<file path="config.mk">
export PLATFORM = sky130hd
export DESIGN_NAME = mem_stage
export DESIGN_NICKNAME = d
export VERILOG_FILES = /design/src/rtl/mem_stage.sv
export SDC_FILE = /design/constraint.sdc
export NUM_CORES = 1
export LEC_CHECK = 0
export CAP_MARGIN = 20
export CORE_ASPECT_RATIO = 0.75
export CORE_UTILIZATION = 43
export CTS_CLUSTER_DIAMETER = 80
export DETAILED_ROUTE_END_ITERATION = 7
export HOLD_SLACK_MARGIN = 0.05
export PLACE_DENSITY = 0.89
export SLEW_MARGIN = 20
export SYNTH_ARGS = -nofsm -noshare
export SYNTH_HDL_FRONTEND = slang
export SYNTH_SLANG_ARGS = --single-unit
export TNS_END_PERCENT = 20
</file>
<file path="constraint.sdc">
create_clock -name clk -period 2.1 [get_ports clk]
set_clock_uncertainty 0.15 [all_clocks]
set_input_delay 0.315 -clock clk [delete_from_list [all_inputs] [get_ports clk]]
set_output_delay 0.315 -clock clk [all_outputs]
set_load 0.05 [all_outputs]
</file>
<file path="src/rtl/mem_stage.sv">
// mem_stage: pipeline memory stage with a two-state IDLE/ACCESS FSM.
// ALU ops retire in one cycle. Loads/stores hold a memory request
// until MemAck, stalling Execute while the access is outstanding.
// Optional abort of a hung access with a MemErr pulse, enabled by
// defining MEM_TIMEOUT_EN (limit set by TIMEOUT_CYCLES).
// Ports:
//   clk, reset                        clock, sync active-high reset
//   ValidE, ALUResultE, WriteDataE    instruction from Execute
//   RegWriteE, MemWriteE, MemtoRegE   control bits from Execute
//   WA3E                              destination register index
//   FlushM                            discard instruction in stage
//   StallE                            hold Execute (state==ACCESS)
//   MemReq, MemWe, MemAddr, MemWData  data-memory request
//   MemAck, MemRData                  data-memory response
//   ValidW, RegWriteW, MemtoRegW      Writeback valid/control
//   ALUOutW, ReadDataW, WA3W          Writeback data/index
//   MemErr                            one-cycle pulse on abort
module mem_stage #(
    parameter int WIDTH          = 32,
    parameter int TIMEOUT_CYCLES = 16
) (
    input  logic             clk,
    input  logic             reset,
    input  logic             ValidE,
    input  logic [WIDTH-1:0] ALUResultE,
    input  logic [WIDTH-1:0] WriteDataE,
    input  logic             RegWriteE,
    input  logic             MemWriteE,
    input  logic             MemtoRegE,
    input  logic [3:0]       WA3E,
    input  logic             FlushM,
    output logic             StallE,
    output logic             MemReq,
    output logic             MemWe,
    output logic [WIDTH-1:0] MemAddr,
    output logic [WIDTH-1:0] MemWData,
    input  logic             MemAck,
    input  logic [WIDTH-1:0] MemRData,
    output logic             ValidW,
    output logic             RegWriteW,
    output logic             MemtoRegW,
    output logic [WIDTH-1:0] ALUOutW,
    output logic [WIDTH-1:0] ReadDataW,
    output logic [3:0]       WA3W,
    output logic             MemErr
);

    typedef enum logic {
        IDLE   = 1'b0,
        ACCESS = 1'b1
    } state_t;

    state_t           r_state;
    logic             r_flush_pend;
    logic [WIDTH-1:0] r_addr;
    logic [WIDTH-1:0] r_wdata;
    logic             r_we;
    logic             r_rw;
    logic             r_m2r;
    logic [3:0]       r_wa3;

    logic             r_valid_w;
    logic             r_regwrite_w;
    logic             r_memtoreg_w;
    logic [WIDTH-1:0] r_alu_out_w;
    logic [WIDTH-1:0] r_read_data_w;
    logic [3:0]       r_wa3_w;

    logic w_access;
    logic w_is_mem;
    logic w_accept;
    logic w_flush;
    logic w_timeout;

    assign w_access = (r_state == ACCESS);
    assign w_is_mem = MemWriteE | MemtoRegE;
    assign w_accept = ValidE & ~FlushM;
    // A flush seen in the ack cycle itself also kills the retirement.
    assign w_flush  = r_flush_pend | FlushM;

    assign StallE    = w_access;
    assign MemReq    = w_access;
    assign MemWe     = r_we;
    assign MemAddr   = r_addr;
    assign MemWData  = r_wdata;
    assign ValidW    = r_valid_w;
    assign RegWriteW = r_regwrite_w;
    assign MemtoRegW = r_memtoreg_w;
    assign ALUOutW   = r_alu_out_w;
    assign ReadDataW = r_read_data_w;
    assign WA3W      = r_wa3_w;

`ifdef MEM_TIMEOUT_EN
    localparam int CW = $clog2(TIMEOUT_CYCLES + 1);
    localparam logic [CW-1:0] TO_LAST = CW'(TIMEOUT_CYCLES - 1);

    logic [CW-1:0] r_cnt;
    logic          r_err;

    // Counts ACCESS cycles without an ack; aborts on the last one.
    assign w_timeout = w_access & ~MemAck & (r_cnt == TO_LAST);
    assign MemErr    = r_err;

    always_ff @(posedge clk) begin
        if (reset) begin
            r_cnt <= '0;
            r_err <= 1'b0;
        end else begin
            r_err <= 1'b0;
            if (w_timeout) begin
                r_cnt <= '0;
                r_err <= 1'b1;
            end else if (w_access && !MemAck) begin
                r_cnt <= r_cnt + CW'(1);
            end else begin
                r_cnt <= '0;
            end
        end
    end
`else
    assign w_timeout = 1'b0;
    assign MemErr    = 1'b0;
`endif

    always_ff @(posedge clk) begin
        if (reset) begin
            r_state       <= IDLE;
            r_flush_pend  <= 1'b0;
            r_addr        <= '0;
            r_wdata       <= '0;
            r_we          <= 1'b0;
            r_rw          <= 1'b0;
            r_m2r         <= 1'b0;
            r_wa3         <= '0;
            r_valid_w     <= 1'b0;
            r_regwrite_w  <= 1'b0;
            r_memtoreg_w  <= 1'b0;
            r_alu_out_w   <= '0;
            r_read_data_w <= '0;
            r_wa3_w       <= '0;
        end else begin
            // Writeback valid is a pulse; control is cleared with it.
            r_valid_w    <= 1'b0;
            r_regwrite_w <= 1'b0;
            r_memtoreg_w <= 1'b0;
            unique case (r_state)
                IDLE: begin
                    if (w_accept && w_is_mem) begin
                        r_addr       <= ALUResultE;
                        r_wdata      <= WriteDataE;
                        r_we         <= MemWriteE;
                        r_rw         <= RegWriteE;
                        r_m2r        <= MemtoRegE;
                        r_wa3        <= WA3E;
                        r_flush_pend <= 1'b0;
                        r_state      <= ACCESS;
                    end else if (w_accept) begin
                        r_valid_w    <= 1'b1;
                        r_regwrite_w <= RegWriteE;
                        r_memtoreg_w <= MemtoRegE;
                        r_alu_out_w  <= ALUResultE;
                        r_wa3_w      <= WA3E;
                    end
                end
                ACCESS: begin
                    if (MemAck) begin
                        r_state      <= IDLE;
                        r_we         <= 1'b0;
                        r_flush_pend <= 1'b0;
                        if (!w_flush) begin
                            r_valid_w    <= 1'b1;
                            r_regwrite_w <= r_rw;
                            r_memtoreg_w <= r_m2r;
                            r_alu_out_w  <= r_addr;
                            r_wa3_w      <= r_wa3;
                            if (r_m2r) begin
                                r_read_data_w <= MemRData;
                            end
                        end
                    end else if (w_timeout) begin
                        r_state      <= IDLE;
                        r_we         <= 1'b0;
                        r_flush_pend <= 1'b0;
                    end else if (FlushM) begin
                        r_flush_pend <= 1'b1;
                    end
                end
                default: r_state <= IDLE;
            endcase
        end
    end

endmodule

</file>
==> results.py <==
metrics = {
    "outcome": {
        "status": "complete, no violations",
    },
    "grt": {
        "grt.total_usage_pct": 27.0,
        "grt_pass1_wl_mm": 30.1,
        "grt_antenna_before_repair": 0,
        "grt-ovfl-total": 0,
        "first_global_vias": 5886,
        "grt_max_degree": 71,
    },
    "sta": {
        "finalHoldViolCount": 0,
        "fmax_ghz": 0.486,
        "timing.final.ws_setup_ns": 0.0403,
        "tightest_slew_ns": 0.559,
        "report.final.slew_viol_count": 0,
        "slew_headroom_pct": 62.6,
        "fin_crit_ns": 2.06,
        "setup_viol": 0,
        "fin_crit_sh_pct": 98.1,
    },
    "cts": {
        "cts_tree": "built",
        "htreeDepth": 4,
        "cts_buffer_depth": 2,
        "numCtsBuffers": 17,
        "cts.clk_slew.worst_paths_ns": 0.06,
        "cts-root-buf": "clkbuf_16",
        "cts_setup_buffers": 0,
        "clk_latency_ns": 0.40,
        "clock-sinks": 144,
    },
    "final_layout": {
        "multi_input_area_sq_um": 2660,
        "final_util_pct": 69.9,
        "fillers": 1052,
        "final_nets": 1023,
        "register_area_sq_um": 2880,
        "drive_above_1_share_pct": 8.08,
        "area_growth_pct": 56.4,
    },
    "drt": {
        "initialDrtViolationCount": 421,
        "drc": 0,
        "ant_nets": 0,
        "viasPerCell": 5.63,
        "via_count": 6192,
        "wire_per_inst_um": 17.7,
        "firstDrtPassIters": 5,
        "drt-total-wl_mm": 19.5,
    },
    "power_and_ir_drop": {
        "switchingPower_w": 0.00199,
        "seq_power_share_pct": 40.4,
        "switching_share_pct": 27.9,
        "combPwrFrac_pct": 17.5,
        "p_clk_share_pct": 42.1,
        "total_leakage_power_nw": 3.22,
        "power.internal_w": 0.00516,
        "peakVddDrop_v": 0.000519,
        "powerDensity_nw_per_um2": 777,
    },
    "yosys": {
        "synth_edf_count": 0,
        "ys_seq_area_share_pct": 49.0,
        "yosysMostFrequentCell": "dfxtp_1",
        "ys_top_cells_by_count": "144 x dfxtp_1, 141 x a21oi_1, 102 x o21ai_0",
        "ys_seq_elements": 144,
        "syn_nets": 812,
        "yosysTopAreaCellShare_pct": 49.0,
        "synthCells": 704,
        "yosys.area.top_type": "dfxtp_1",
        "synth.yosys.warnings": 0,
        "async_flop_share_pct": 0,
        "synthFlopType": "dfxtp_1",
        "syn_area_per_cell_sq_um": 8.35,
        "syn_area_sq_um": 5880,
        "synth_area_leaders": "dfxtp_1 49%, a21oi_1 12%, a211oi_1 9.3%",
        "synth_cell_types": 22,
    },
    "worst_setup_path": {
        "worst-path-buf-inv": 1,
        "cpPeakStageDelay_ns": 0.83,
        "cp_max_fo": 3,
        "crit_family": "buffers and inverters",
        "critPathSlowestCell": "clkdlybuf4s50_1",
        "path_class": "reg -> out",
        "endpoint_kind": "primary output",
        "start_kind": "register",
        "critical_path_required_ns": 1.63,
        "crit_chain": "clkdlybuf4s50_1",
        "cp.arrival_ns": 1.59,
    },
    "hold_path": {
        "hold_path.class": "in -> reg",
    },
    "placed_design": {
        "dp_hpwl_mm": 12.8,
        "place.gp.congestion": 0.836,
        "portBuffers": 245,
        "place_ws_ns": -0.0822,
    },
    "floorplan": {
        "die_h_um": 103,
        "ios": 247,
        "dieArea_sq_um": 14200,
        "start_util_pct": 44.7,
        "rows": 36,
        "fp.dieW_um": 137,
        "core_sq_um": 13200,
    },
    "flow_run": {
        "maxCapViolCount": 0,
    },
}
## registers in the layout (all words and copies together) (netlist names), 4 cells and up
signal	cells
ALUOutW	32
MemAddr	32
MemWData	32
ReadDataW	32
WA3W	4
r_wa3	4
## final cells by class
| cell class | instances | share of cell area (%) |
|---|---|---|
| sequential | 144 | 31.4 |
| timing repair buffer | 278 | 30.8 |
| multi-input combinational | 472 | 28.9 |
| clock buffer | 21 | 5.01 |
| tap | 171 | 2.33 |
| clock inverter | 11 | 1.44 |
| inverter | 2 | 0.0816 |
| antenna | 1 | 0.0272 |
## power by group through the flow
stage / Clock (W) / Combinational [W] / Sequential, W
CTS: 0.00304 / 0.00125 / 0.00289
finish: 0.00301 / 0.00125 / 0.00289
global placement: 0 / 0.00123 / 0.00294
floorplan: 0 / 0.000383 / 0.00326
global route: 0.00317 / 0.00133 / 0.00290
detailed placement: 0 / 0.00124 / 0.00295
## cells in the final DEF, fill, tap and decap left out
cell	n
dlygate4sd2_1	2
inv_1	2
clkbuf_8	2
o21ai_4	1
buf_4	26
a211oi_1	73
dlymetal6s2s_1	8
nand3_1	101
a21o_1	2
nor2b_1	38
nor3b_2	1
clkdlybuf4s50_1	231
dfxtp_1	143
clkinv_4	3
nor3_1	1
nor4bb_4	1
inv_6	1
conb_1	1
clkinvlp_4	5
a21oi_1	141
a32oi_1	1
nand2_1	2
buf_12	10
nor2_1	2
nor2b_4	1
or3b_2	1
or2_2	1
buf_6	1
o21ai_0	102
nand4bb_1	1
bufinv_16	2
nor2_4	1
clkbuf_1	2
dfxtp_2	1
diode_2	1
clkbuf_16	17
## final timing paths
path | depth (start not counted) | start | slack, ns | end
setup / recovery | 1 | MemAddr[9] | 0.04 | MemAddr[9]
hold / removal | 2 | reset | 0.22 | MemReq
setup reg to reg | 5 | MemReq | 0.23 | ALUOutW[10]
hold reg to reg | 2 | MemWe | 0.32 | MemWe
## cells by family (layout without fill, tap and decap cells)
family                 after synthesis  count (layout)  synth area share (%)
other                                1               2                0.0638
DFF                                144             144                  49.0
and+or+nand+nor                    151             151                  13.9
AOI/OAI and AO/OA                  320             320                  30.7
buffers and inverters               88             312                  6.34
## worst register-to-register path, stage by stage (launching register included)
cell and delay [ns]:
dfxtp_2 0.32, buf_4 0.31, nor4bb_4 0.35, buf_12 0.29, a211oi_1 0.11, a211oi_1 0.25
## per-stage QoR
step                power, W  cells  area, sq um  setup TNS, ns  hold WS, ns
floorplan            0.00364    704         5880              0        0.297
global route         0.00739   1099         9200      -0.000857        0.231
global placement     0.00417   1067         8580       -0.00655        0.307
CTS                  0.00718   1099         9180              0        0.200
detailed placement   0.00419   1067         8580          -2.57        0.315
finish               0.00715   1100         9200              0        0.216
## timing repair
action	4_1_cts	5_1_grt
hold buffers	0	0
setup endpoints to repair	3	8
hold endpoints to repair	0	0
resized for setup	3	8
## per-layer routing
layer	up-vias	wire length (um)	part of all wire [%]	track usage [%]
met5	-	0	0	0
met4	0	231	1.2	8.96
met3	20	1660	8.5	8.04
met2	273	9200	47	43.9
met1	2914	8400	43	34.5
li1	2985	-	-	-
No activity file was read; power rests on OpenSTA's default activity.
